[src/rtl/program_loader_pkg.sv]
// Shared definitions for the UART program loader: FSM state encoding and
// the request/acknowledge bytes exchanged with the host.
package program_loader_pkg;

    typedef enum logic [2:0] {
        SEND_99,
        RX_SIZE,
        RX_DATA,
        FLUSH,
        SEND_AA,
        DONE
    } loader_state_t;

    localparam logic [7:0] LOAD_REQ_BYTE = 8'h99;
    localparam logic [7:0] LOAD_ACK_BYTE = 8'hAA;
    localparam logic [1:0] LAST_LANE     = 2'd3;

endpackage

[src/rtl/program_loader_byte_assembler.sv]
// Packs a byte stream little-endian into 32-bit words; a word started on lane 0
// clears the upper lanes so a partially filled word is always zero-padded.
module byte_assembler
    import program_loader_pkg::*;
(
    input  logic        clk,
    input  logic        reset_n,
    input  logic        clear,
    input  logic        byte_valid,
    input  logic [7:0]  byte_data,
    output logic [31:0] word,
    output logic [1:0]  lane_count,
    output logic        word_ready
);

    logic [31:0] word_reg;
    logic [1:0]  lane_count_reg;
    logic        word_ready_reg;

    always_ff @(posedge clk) begin
        if (!reset_n || clear) begin
            word_reg       <= 32'h0;
            lane_count_reg <= 2'd0;
            word_ready_reg <= 1'b0;
        end else begin
            word_ready_reg <= byte_valid && (lane_count_reg == LAST_LANE);
            if (byte_valid) begin
                case (lane_count_reg)
                    2'd0:    word_reg          <= {24'h0, byte_data};
                    2'd1:    word_reg[15:8]    <= byte_data;
                    2'd2:    word_reg[23:16]   <= byte_data;
                    default: word_reg[31:24]   <= byte_data;
                endcase
                lane_count_reg <= lane_count_reg + 2'd1;
            end
        end
    end

    assign word       = word_reg;
    assign lane_count = lane_count_reg;
    assign word_ready = word_ready_reg;

endmodule

[src/rtl/program_loader.sv]
// UART boot loader: requests a program with 0x99, receives a 32-bit size and the
// program bytes, writes them as words into program memory, then acknowledges with 0xAA.
module program_loader
    import program_loader_pkg::*;
#(
    parameter int ADDR_W = 14
) (
    input  logic              clk,
    input  logic              reset_n,
    input  logic              rx_valid,
    input  logic [7:0]        rx_data,
    input  logic              tx_ready,
    output logic              tx_valid,
    output logic [7:0]        tx_data,
    output logic              program_memory_wren,
    output logic [ADDR_W-1:0] program_memory_addr,
    output logic [31:0]       program_memory_wdata,
    output logic [31:0]       program_data_size,
    output logic              program_data_size_fetch_finished,
    output logic              program_data_fetch_finished
);

    loader_state_t state_reg;
    logic          tx_valid_reg;
    logic [7:0]    tx_data_reg;
    logic [31:0]   byte_count_reg;
    logic [31:0]   word_index_reg;
    logic          size_done_reg;
    logic          fetch_done_reg;

    logic [31:0]   size_word, data_word, size_next;
    logic [1:0]    size_lane, data_lane;
    logic          size_ready, data_ready;
    logic          size_byte_valid, data_byte_valid, assembler_clear;
    logic          word_commit, addr_in_range;

    assign size_byte_valid = rx_valid && (state_reg == RX_SIZE);
    assign data_byte_valid = rx_valid && (state_reg == RX_DATA);
    assign assembler_clear = (state_reg == SEND_99);
    assign size_next       = {rx_data, size_word[23:0]};
    // A full word lands the cycle after its 4th byte; FLUSH commits the padded tail.
    assign word_commit     = data_ready || (state_reg == FLUSH);
    assign addr_in_range   = (word_index_reg >> ADDR_W) == 32'd0;

    byte_assembler u_size_asm (
        .clk        (clk),
        .reset_n    (reset_n),
        .clear      (assembler_clear),
        .byte_valid (size_byte_valid),
        .byte_data  (rx_data),
        .word       (size_word),
        .lane_count (size_lane),
        .word_ready (size_ready)
    );

    byte_assembler u_data_asm (
        .clk        (clk),
        .reset_n    (reset_n),
        .clear      (assembler_clear),
        .byte_valid (data_byte_valid),
        .byte_data  (rx_data),
        .word       (data_word),
        .lane_count (data_lane),
        .word_ready (data_ready)
    );

    always_ff @(posedge clk) begin
        if (!reset_n) begin
            state_reg      <= SEND_99;
            tx_valid_reg   <= 1'b0;
            tx_data_reg    <= 8'h00;
            byte_count_reg <= 32'd0;
            word_index_reg <= 32'd0;
            size_done_reg  <= 1'b0;
            fetch_done_reg <= 1'b0;
        end else begin
            size_done_reg <= size_done_reg | size_ready;
            if (word_commit) begin
                word_index_reg <= word_index_reg + 32'd1;
            end
            case (state_reg)
                SEND_99, SEND_AA: begin
                    if (!tx_valid_reg) begin
                        tx_valid_reg <= 1'b1;
                        tx_data_reg  <= (state_reg == SEND_99) ? LOAD_REQ_BYTE : LOAD_ACK_BYTE;
                    end else if (tx_ready) begin
                        tx_valid_reg <= 1'b0;
                        if (state_reg == SEND_99) begin
                            state_reg <= RX_SIZE;
                        end else begin
                            state_reg      <= DONE;
                            fetch_done_reg <= 1'b1;
                        end
                    end
                end
                RX_SIZE: begin
                    if (rx_valid && (size_lane == LAST_LANE)) begin
                        state_reg <= (size_next == 32'd0) ? SEND_AA : RX_DATA;
                    end
                end
                RX_DATA: begin
                    if (rx_valid) begin
                        byte_count_reg <= byte_count_reg + 32'd1;
                        if (byte_count_reg == size_word - 32'd1) begin
                            state_reg <= (data_lane == LAST_LANE) ? SEND_AA : FLUSH;
                        end
                    end
                end
                FLUSH: begin
                    state_reg <= SEND_AA;
                end
                default: begin
                    state_reg <= DONE;
                end
            endcase
        end
    end

    assign tx_valid                         = tx_valid_reg;
    assign tx_data                          = tx_data_reg;
    assign program_memory_wren              = word_commit && addr_in_range;
    assign program_memory_addr              = word_index_reg[ADDR_W-1:0];
    assign program_memory_wdata             = data_word;
    assign program_data_size                = size_word;
    assign program_data_size_fetch_finished = size_done_reg | size_ready;
    assign program_data_fetch_finished      = fetch_done_reg;

endmodule

[config.mk]
export PLATFORM = sky130hd
export DESIGN_NAME = program_loader
export DESIGN_NICKNAME = d
export VERILOG_FILES = /design/src/rtl/program_loader_pkg.sv /design/src/rtl/program_loader_byte_assembler.sv /design/src/rtl/program_loader.sv
export SDC_FILE = /design/constraint.sdc
export NUM_CORES = 1
export LEC_CHECK = 0
export ABC_CLOCK_PERIOD_IN_PS = 3250
export CORE_AREA = 2 2 154 156
export CTS_CLUSTER_DIAMETER = 50
export CTS_CLUSTER_SIZE = 16
export DETAILED_ROUTE_END_ITERATION = 16
export DIE_AREA = 0 0 156 158
export MAX_ROUTING_LAYER = met4
export PLACE_DENSITY_LB_ADDON = 0.08
export SYNTH_ARGS = -nofsm -noshare
export SYNTH_HDL_FRONTEND = slang
export SYNTH_HIERARCHICAL = 1
export SYNTH_SLANG_ARGS = --single-unit
[constraint.sdc]
create_clock -name clk -period 3.25 [get_ports clk]
set_input_delay 0.8125 -clock clk [delete_from_list [all_inputs] [get_ports clk]]
set_output_delay 0.8125 -clock clk [all_outputs]
set_load 0.02 [all_outputs]
**Yosys cells after proc, flatten, opt, wreduce, memory -nomap -nowiden**

Index checks and enable logic that the tools add are counted.

- Eq/ne operators: 16
- $mul: 0
- Bitwise gates (word level): 5
- Divide/modulo/power cells: 0
- Add/sub/neg operators: 5
- Shift-type cells: 0
- Order comparisons: 0
- Mux-type cells: 18
- Reduce and logical (&&, ||, !) cells: 33

Operators by type and width:

| operator | count |
|---|---|
| $pmux 8 s2 | 6 |
| $add 32x1->32 const B | 2 |
| $logic_not 32->1 | 2 |
| $eq 32x32->1 | 1 |
| $sub 32x1->32 const B | 1 |
| $mux 3 | 8 |
| $reduce_and 2->1 | 10 |
| $pmux 3 s4 | 1 |
| $eq 2x2->1 const B | 4 |
| $reduce_bool 2->1 | 4 |
| $eq 3x2->1 const B | 2 |
| $logic_and 1x1->1 | 6 |
| $mux 6 | 1 |
| $ne 2x2->1 const B | 3 |
| $reduce_or 2->1 | 3 |
| $reduce_and 5->1 | 1 |
| $add 2x1->2 const B | 2 |
| $eq 2x1->1 const B | 2 |
| $logic_not 2->1 | 2 |
| $ne 2x1->1 const B | 2 |
| $not 1->1 | 4 |
| $reduce_and 4->1 | 1 |
| $eq 3x1->1 const B | 1 |
| $eq 3x3->1 const B | 1 |
| 5 further kinds | 7 |

- Bits of input ports: 12
- Word-level logic and storage cells: 96
- RAM bits: 0
- Latch bits: 0
- Memories: 0
- Bits in read-only memories: 0
- Output and inout port bits: 90
- Register bits: 148

**Depth between registers and ports, before layout**

Gate-level depths: netlist of the first run.

- Word-level depth: 5
- Gate-level depth with buffers: 10
- Gate-level depth less buffers: 10

**By module**

Netlist of the first run, hierarchy kept.

By module, submodules not included:

| module | sequential area each (sq um) | cells an instance | area each (sq um) | instances |
|---|---|---|---|---|
| program_loader | 1,461.4 | 543 | 4,510.6 | 1 |
| byte_assembler | 700.7 | 131 | 1,345.0 | 2 |

**Worst setup path before layout of the first run**

Ideal clock, no wire load.

- Kind: register to register
- From: reg u_size_asm.word_reg[3], in the netlist u_size_asm/word[3]
- To: reg state_reg[0]
- Arrival: 2,955 ps
- Required time: 3,180 ps
- Stages on the path, launching flop included: 10
- Period minus slack after synthesis: 3,025 ps
- Setup time: 70 ps
- Buffers on the path: 1
- Setup slack: 225 ps
- Path through: dfxtp_1 or4_1 clkbuf_2 or4_4 nor4b_4 xnor2_1 a2111oi_2 nand4_1 or3_1 a21oi_1

- Word-level cells in the longest chain between the ends: 4

Ends and longest elaborated chain:

| what | RTL line | text |
|---|---|---|
| start, declared | program_loader_byte_assembler.sv:16 | `logic [31:0] word_reg;` |
| start signal, assigned | program_loader_byte_assembler.sv:29 | `2'd0: word_reg <= {24'h0, byte_data};` |
| $sub 32x1->32 | program_loader.sv:104 | `if (byte_count_reg == size_word - 32'd1) begin` |
| $eq 32x32->1 | program_loader.sv:104 |  |
| $ne 2x1->1 (no source line) | - |  |
| $reduce_and 5->1 (no source line) | - |  |
| end signal, assigned | program_loader.sv:98 | `state_reg <= (size_next == 32'd0) ? SEND_AA : RX_DATA;` |
| end signal, assigned | program_loader.sv:105 | `state_reg <= (data_lane == LAST_LANE) ? SEND_AA : FLUSH;` |
| end, declared | program_loader.sv:23 | `loader_state_t state_reg;` |

No other way between the ends.
A chain may end at the register's enable or synchronous reset.

**Worst setup path after layout of the first run**

- From: reg u_size_asm.word_reg[1], in the netlist u_size_asm/word[1]
- To: reg state_reg[0]

The elaborated chain is that of the path after synthesis.

==> flow_metrics.env, run 1 <==
export IMPL_clock_sinks=143
export IMPL_dp_hpwl_um=15170
export IMPL_combPwrFrac_pct=4.3
export IMPL_path_delay_family="simple AND/OR/NAND/NOR gates"
export IMPL_final_antenna_net_count=0
export IMPL_die_area_sq_um=24650
export IMPL_finalCriticalPeriod_ps=3001
export IMPL_internal_power_mw=3.000
export IMPL_path_clk_slew_ps=70
export IMPL_setup_violations=0
export IMPL_required_ps=3600
export IMPL_slowest_stage="or4_2"
export IMPL_power_net_switching_uw=964.9
export IMPL_maxCapViolations=0
export IMPL_finalHoldViolations=0
export IMPL_io_buffers=99
export IMPL_drv_slew=0
export IMPL_fin_skew_ps=14.28
export IMPL_fp_coreArea_sq_um=23050
export IMPL_htreeDepth=4
export IMPL_initial_core_util_pct=31.24
export IMPL_fin_tns_setup_ps=0
export IMPL_ys_seq_elements=143
export IMPL_ir_drop_v=0.0002437
export IMPL_grt_max_degree=40
export IMPL_async_flop_share_pct=0
export IMPL_clkLatencyLatePin_ps=430
export IMPL_synth_seq_area_share_pct=39.76
export IMPL_powerDensity_nw_per_um2=436.6
export IMPL_wl_per_cell_um=17.35
export IMPL_antenna_found_initial=0
export IMPL_slew_headroom_pct=36.55
export IMPL_syn_to_final_growth_pct=26.12
export IMPL_cts_resized=0
export IMPL_grt_pass1_vias=5946
export IMPL_r2r_end="state_reg[0]$_SDFFE_PN0P_"
export IMPL_ff2ff_path_depth=10
export IMPL_grt_remaining_overflow=0
export IMPL_synth_edf_count=0
export IMPL_cts_tree="yes"
export IMPL_leakage_nw=3.305
export IMPL_io_pins=102
export IMPL_final_period_utilization_pct=92.33
export IMPL_min_to="u_data_asm/word[31]$_SDFFE_PP0P_"
export IMPL_antennaDiodeCount=0
export IMPL_cpPeakStageDelay_ps=660
export IMPL_crit_fanout=6
export IMPL_drtIter0Drc=345
export IMPL_cts_setup_buffers=0
export IMPL_hold_path_class="flop to flop"
export IMPL_syn_area_sq_um=7201
export IMPL_cts_root_buf="clkbuf_16"
export IMPL_grt_util_all_layers_pct=17.71
export IMPL_drt_wl_total_um=20870
export IMPL_layout_drive_gt1_share_pct=11.06
export IMPL_crit_arrival_ps=3350
export IMPL_sequentialPowerShare_pct=44.5
export IMPL_setup_worst_path_end_class="flop"
export IMPL_drcViolationCount=0
export IMPL_first_pass_iters=5
export IMPL_ys_types=72
export IMPL_cts_hold_buf=0
export IMPL_die_y_um=158
export IMPL_outcome="complete, no violations"
export IMPL_final_nets=923
export IMPL_syn_area_per_cell_sq_um=8.945
export IMPL_hp_start="u_data_asm/word[31]$_SDFFE_PP0P_"
export IMPL_path_class="flop to flop"
export IMPL_hold_depth=2
export IMPL_cp_cell_sequence="inv_1, ha_1, or2b_2, nor4_2, xnor2_1, or4_2, a2111oi_2, nand4_1, or3_1, a21oi_1"
export IMPL_place_gp_congestion=0.8435
export IMPL_vias=6115
export IMPL_yosysWarnings=6
export IMPL_via_per_inst=5.083
export IMPL_ff2ff_setup_slack_ps=250
export IMPL_numCtsBuffers=17
export IMPL_tightestPinTransition_ps=944.5
export IMPL_cp_start_kind="flop"
export IMPL_grt_pass1_wl_um=32690
export IMPL_rows=56
export IMPL_rr_startpoint="u_size_asm/word[1]$_SDFFE_PP0P_"
export IMPL_ys_flop_type="dfxtp_1"
export IMPL_max_freq_mhz=333.2
export IMPL_clock_power_share_pct=51.2
export IMPL_clockBufferDepth=2
export IMPL_synthCells=805
export IMPL_p_sw_share_pct=24.34
export IMPL_rsz0062_at_grt="no"
export IMPL_final_core_util_pct=39.39
export IMPL_crit_buf_inv=1
export IMPL_die_w_um=156
tightest hold or removal path, cell delays in order, from the launching register on:
cell and delay, ps:
dfxtp_1 310, nand2_1 50, a21oi_1 50
cell type report:
| cell class | count | area, sq um |
|---|---|---|
| clock inverters | 14 | 170.2 |
| flip-flops and latches | 143 | 2863 |
| clock buffers | 18 | 439.2 |
| inverters | 16 | 60.06 |
| repair buffers | 138 | 1286 |
| fillers | 2302 | 13970 |
| multi-input cells | 584 | 3900 |
| well taps | 290 | 362.8 |
logic make-up after synthesis:
logic type | after synthesis | share of synthesized area [%]
flip-flops | 143 | 39.76
adder cells (fa/ha/maj) | 11 | 1.911
multiplexers | 6 | 0.8515
other | 1 | 0.05208
XOR/XNOR | 102 | 12.41
AO/OA/AOI/OAI | 118 | 12.01
buffers and inverters | 79 | 6.481
AND/OR/NAND/NOR | 345 | 26.53
power groups by stage:
stage	clock network (mW)	registers (mW)	logic, mW
after global placement	0	1.80	0.170
after global routing	2.17	1.76	0.187
after detailed placement	0	1.80	0.172
final	2.03	1.76	0.172
after CTS	2.08	1.76	0.172
after floorplan	0	1.81	0.0904
through the flow:
stage / hold slack [ps] / setup WS (ps) / cell area [sq um] / power (mW) / std cells
after floorplan: 474.2 / 225.0 / 7204 / 1.898 / 806
after global placement: 448.9 / 48.41 / 8449 / 1.973 / 1171
after detailed placement: 445.5 / 41.26 / 8449 / 1.976 / 1171
after CTS: 458.9 / 38.25 / 9059 / 4.020 / 1203
after global routing: 476.1 / 26.60 / 9081 / 4.116 / 1203
final: 459.2 / 249.2 / 9081 / 3.965 / 1203
layer usage:
| metal | global-route usage, % | wire length (um) | vias to the layer above |
|---|---|---|---|
| met5 | - | 0 | - |
| met4 | 6.553 | 444 | 0 |
| met3 | 2.628 | 646 | 29 |
| met2 | 29.31 | 10040 | 133 |
| met1 | 22.02 | 9736 | 2931 |
| li1 | - | - | 3022 |
synthesized netlist by cell type (all sizes together) (10+ instances only):
cell      n  area (sq um)
xnor2    60         525.5
nand3b   20         150.1
nor3     15         75.07
nor2     51         191.4
a32o     34         340.3
or3      11         72.57
nand4    12         75.07
nor4     15         93.84
a21oi    43         215.2
and3     20         146.4
and2     34         212.7
o21ai    14         77.58
buf      43         315.3
nand3    50         250.2
xor2     42         367.9
nand2    74         277.8
ha       11         137.6
clkbuf   20         91.34
dfxtp   143          2863
and4     10         87.58
inv      15         56.30
worst max-delay path by stage:
stage                                    start                        end  depth (start not counted)
2_1_floorplan  u_size_asm/word[3]$_SDFFE_PP0P_  state_reg[0]$_SDFFE_PN0P_                          9
3_3_place_gp                          rx_valid  state_reg[0]$_SDFFE_PN0P_                          7
3_5_place_dp                          rx_valid  state_reg[0]$_SDFFE_PN0P_                          7
4_1_cts              state_reg[2]$_SDFFE_PN0P_        program_memory_wren                          5
5_1_grt        u_size_asm/word[1]$_SDFFE_PP0P_  state_reg[0]$_SDFFE_PN0P_                         10
6_report       u_size_asm/word[1]$_SDFFE_PP0P_  state_reg[0]$_SDFFE_PN0P_                         10
layout by cell type (no fill, tap or decap), types with 3 or more instances in the layout:
cell type        instances
a32o_1                  34
nor4_1                  13
a21oi_1                 43
o21ai_0                 10
nand3b_1                20
buf_4                   39
clkinv_4                 3
inv_8                    3
nand3_1                 50
nor2b_1                  6
and3_4                   4
xor2_1                  42
nor2_1                  51
inv_1                   15
a41oi_1                  4
or4_4                    3
dfxtp_1                143
mux2i_1                  5
and3_1                  15
and2_1                  34
clkdlybuf4s50_1         98
inv_6                    4
and4_1                  10
or3_1                    8
nand2b_1                 5
clkbuf_16               17
ha_1                    11
nor3_1                  14
or4_1                    3
or3_2                    3
nand4_1                 12
nand2_1                 74
xnor2_1                 60
Note: power is estimated with default switching activity, not from simulation.
==> run 2, diff against run 1 <==
Settings changed: DONT_BUFFER_PORTS set to 1.
==> flow_metrics.env, run 2 (synthesis results as in run 1) <==
export IMPL_place_gp_congestion=0.9166
export IMPL_final_period_utilization_pct=93.50
export IMPL_max_freq_mhz=329.1
export IMPL_numCtsBuffers=17
export IMPL_antennaDiodeCount=0
export IMPL_clkLatencyLatePin_ps=420
export IMPL_dp_cells=1071
export IMPL_powerDensity_nw_per_um2=473.0
export IMPL_fin_cells=1103
export IMPL_grt_max_degree=46
export IMPL_maxCapViolations=0
export IMPL_crit_fanout=3
export IMPL_wl_per_cell_um=18.36
export IMPL_die_area_sq_um=24650
export IMPL_syn_to_final_growth_pct=11.94
export IMPL_grt_remaining_overflow=0
export IMPL_grt_pass1_wl_um=31730
export IMPL_drtIter0Drc=364
export IMPL_finalCriticalPeriod_ps=3039
export IMPL_rsz0062_at_grt="no"
export IMPL_finalHoldViolations=0
export IMPL_clockBufferDepth=2
export IMPL_drv_slew=0
export IMPL_first_pass_iters=6
export IMPL_hold_path_class="flop to flop"
export IMPL_ir_drop_v=0.0003258
export IMPL_p_sw_share_pct=22.79
export IMPL_drt_wl_total_um=20250
export IMPL_clock_power_share_pct=51.0
export IMPL_leakage_nw=2.919
export IMPL_tightestPinTransition_ps=831.8
export IMPL_final_antenna_net_count=0
export IMPL_cts_root_buf="clkbuf_16"
export IMPL_fp_coreArea_sq_um=23050
export IMPL_outcome="complete, no violations"
export IMPL_via_per_inst=5.182
export IMPL_final_nets=823
export IMPL_path_clk_slew_ps=60
export IMPL_dp_hpwl_um=14840
export IMPL_power_net_switching_uw=868.9
export IMPL_setup_worst_path_end_class="flop"
export IMPL_die_w_um=156
export IMPL_setup_violations=0
export IMPL_rows=56
export IMPL_drcViolationCount=0
export IMPL_crit_arrival_ps=3390
export IMPL_cts_setup_buffers=0
export IMPL_vias=5716
export IMPL_combPwrFrac_pct=2.5
export IMPL_grt_util_all_layers_pct=17.35
export IMPL_whs_ps=482.2
export IMPL_layout_commonest_cell="dfxtp_1"
export IMPL_layout_drive_gt1_share_pct=12.18
export IMPL_initial_core_util_pct=31.24
export IMPL_htreeDepth=4
export IMPL_internal_power_mw=2.944
export IMPL_grt_pass1_vias=5657
export IMPL_io_pins=102
export IMPL_slew_headroom_pct=44.12
export IMPL_antenna_found_initial=1
export IMPL_io_buffers=0
export IMPL_path_class="flop to flop"
export IMPL_cts_hold_buf=0
export IMPL_cp_start_kind="flop"
export IMPL_required_ps=3600
export IMPL_layout_common_cells="dfxtp_1, nand2_1, xnor2_1, nor2_1, nand3_1"
export IMPL_fin_tns_setup_ps=0
export IMPL_cts_tree="yes"
export IMPL_fin_skew_ps=11.87
export IMPL_die_y_um=158
export IMPL_sequentialPowerShare_pct=46.6
export IMPL_clock_sinks=143
run 2: cell count changes in the layout (fill, tap and decap cells not counted), sizes merged:
cell / delta
buf: -1
clkbuf: +2
clkdlybuf4s50: -98
clkinv: -1
clkinvlp: +4
dlymetal6s2s: -1
inv: -5
run 2: cell type report:
type / instances / area, sq um
Multi-Input combinational cell: 584 / 3906
Inverter: 16 / 60.06
Fill cell: 2351 / 14990
Sequential cell: 143 / 2863
Clock buffer: 20 / 446.7
Timing Repair Buffer: 38 / 285.3
Clock inverter: 12 / 136.4
Tap cell: 290 / 362.8
run 2: layer usage:
metal	vias to the layer above	GRT usage, %	wire length, um
met5	-	-	0
met4	0	7.907	621
met3	31	4.024	1272
met2	155	29.41	9825
met1	2717	19.54	8532
li1	2813	-	-
run 2: per-stage QoR:
step / power, mW / util (%) / cell area [sq um] / setup WS (ps)
after floorplan: 1.898 / - / 7204 / 225.0
after global placement: 1.906 / 32.35 / 7457 / 193.5
after detailed placement: 1.907 / 32.35 / 7457 / 125.3
after CTS: 3.873 / 34.88 / 8040 / 112.3
after global routing: 3.941 / 34.97 / 8060 / 62.14
final: 3.813 / 34.97 / 8060 / 211.3
run 2: critical path: stages (launching register included):
cell and delay [ps]:
dfxtp_1 320, buf_4 160, or3_1 450, a211oi_1 230, a2bb2oi_1 90, or4_2 720, a2111oi_2 300, nand4_1 170
or3_1 380, a21oi_1 140
run 2: repair_timing:
item	in CTS	in global routing
setup endpoints to repair	0	2
endpoints found under the hold margin	0	0
resized for setup	0	5
run 2: final timing paths:
kind	from	end	slack [ps]	cells past startpoint
max	u_size_asm/word[1]$_SDFFE_PP0P_	state_reg[0]$_SDFFE_PN0P_	210	9
min	u_size_asm/word[1]$_SDFFE_PP0P_	u_size_asm/word[1]$_SDFFE_PP0P_	480	2
max reg2reg	u_size_asm/word[1]$_SDFFE_PP0P_	state_reg[0]$_SDFFE_PN0P_	210	9
min reg2reg	u_size_asm/word[1]$_SDFFE_PP0P_	u_size_asm/word[1]$_SDFFE_PP0P_	480	2
run 2: power groups by stage:
stage	Combinational [mW]	Clock [mW]	Sequential [mW]
floorplan	0.0904	0	1.81
global placement	0.0922	0	1.81
detailed placement	0.0929	0	1.81
CTS	0.0933	2.01	1.77
global route	0.103	2.06	1.77
finish	0.0937	1.94	1.77
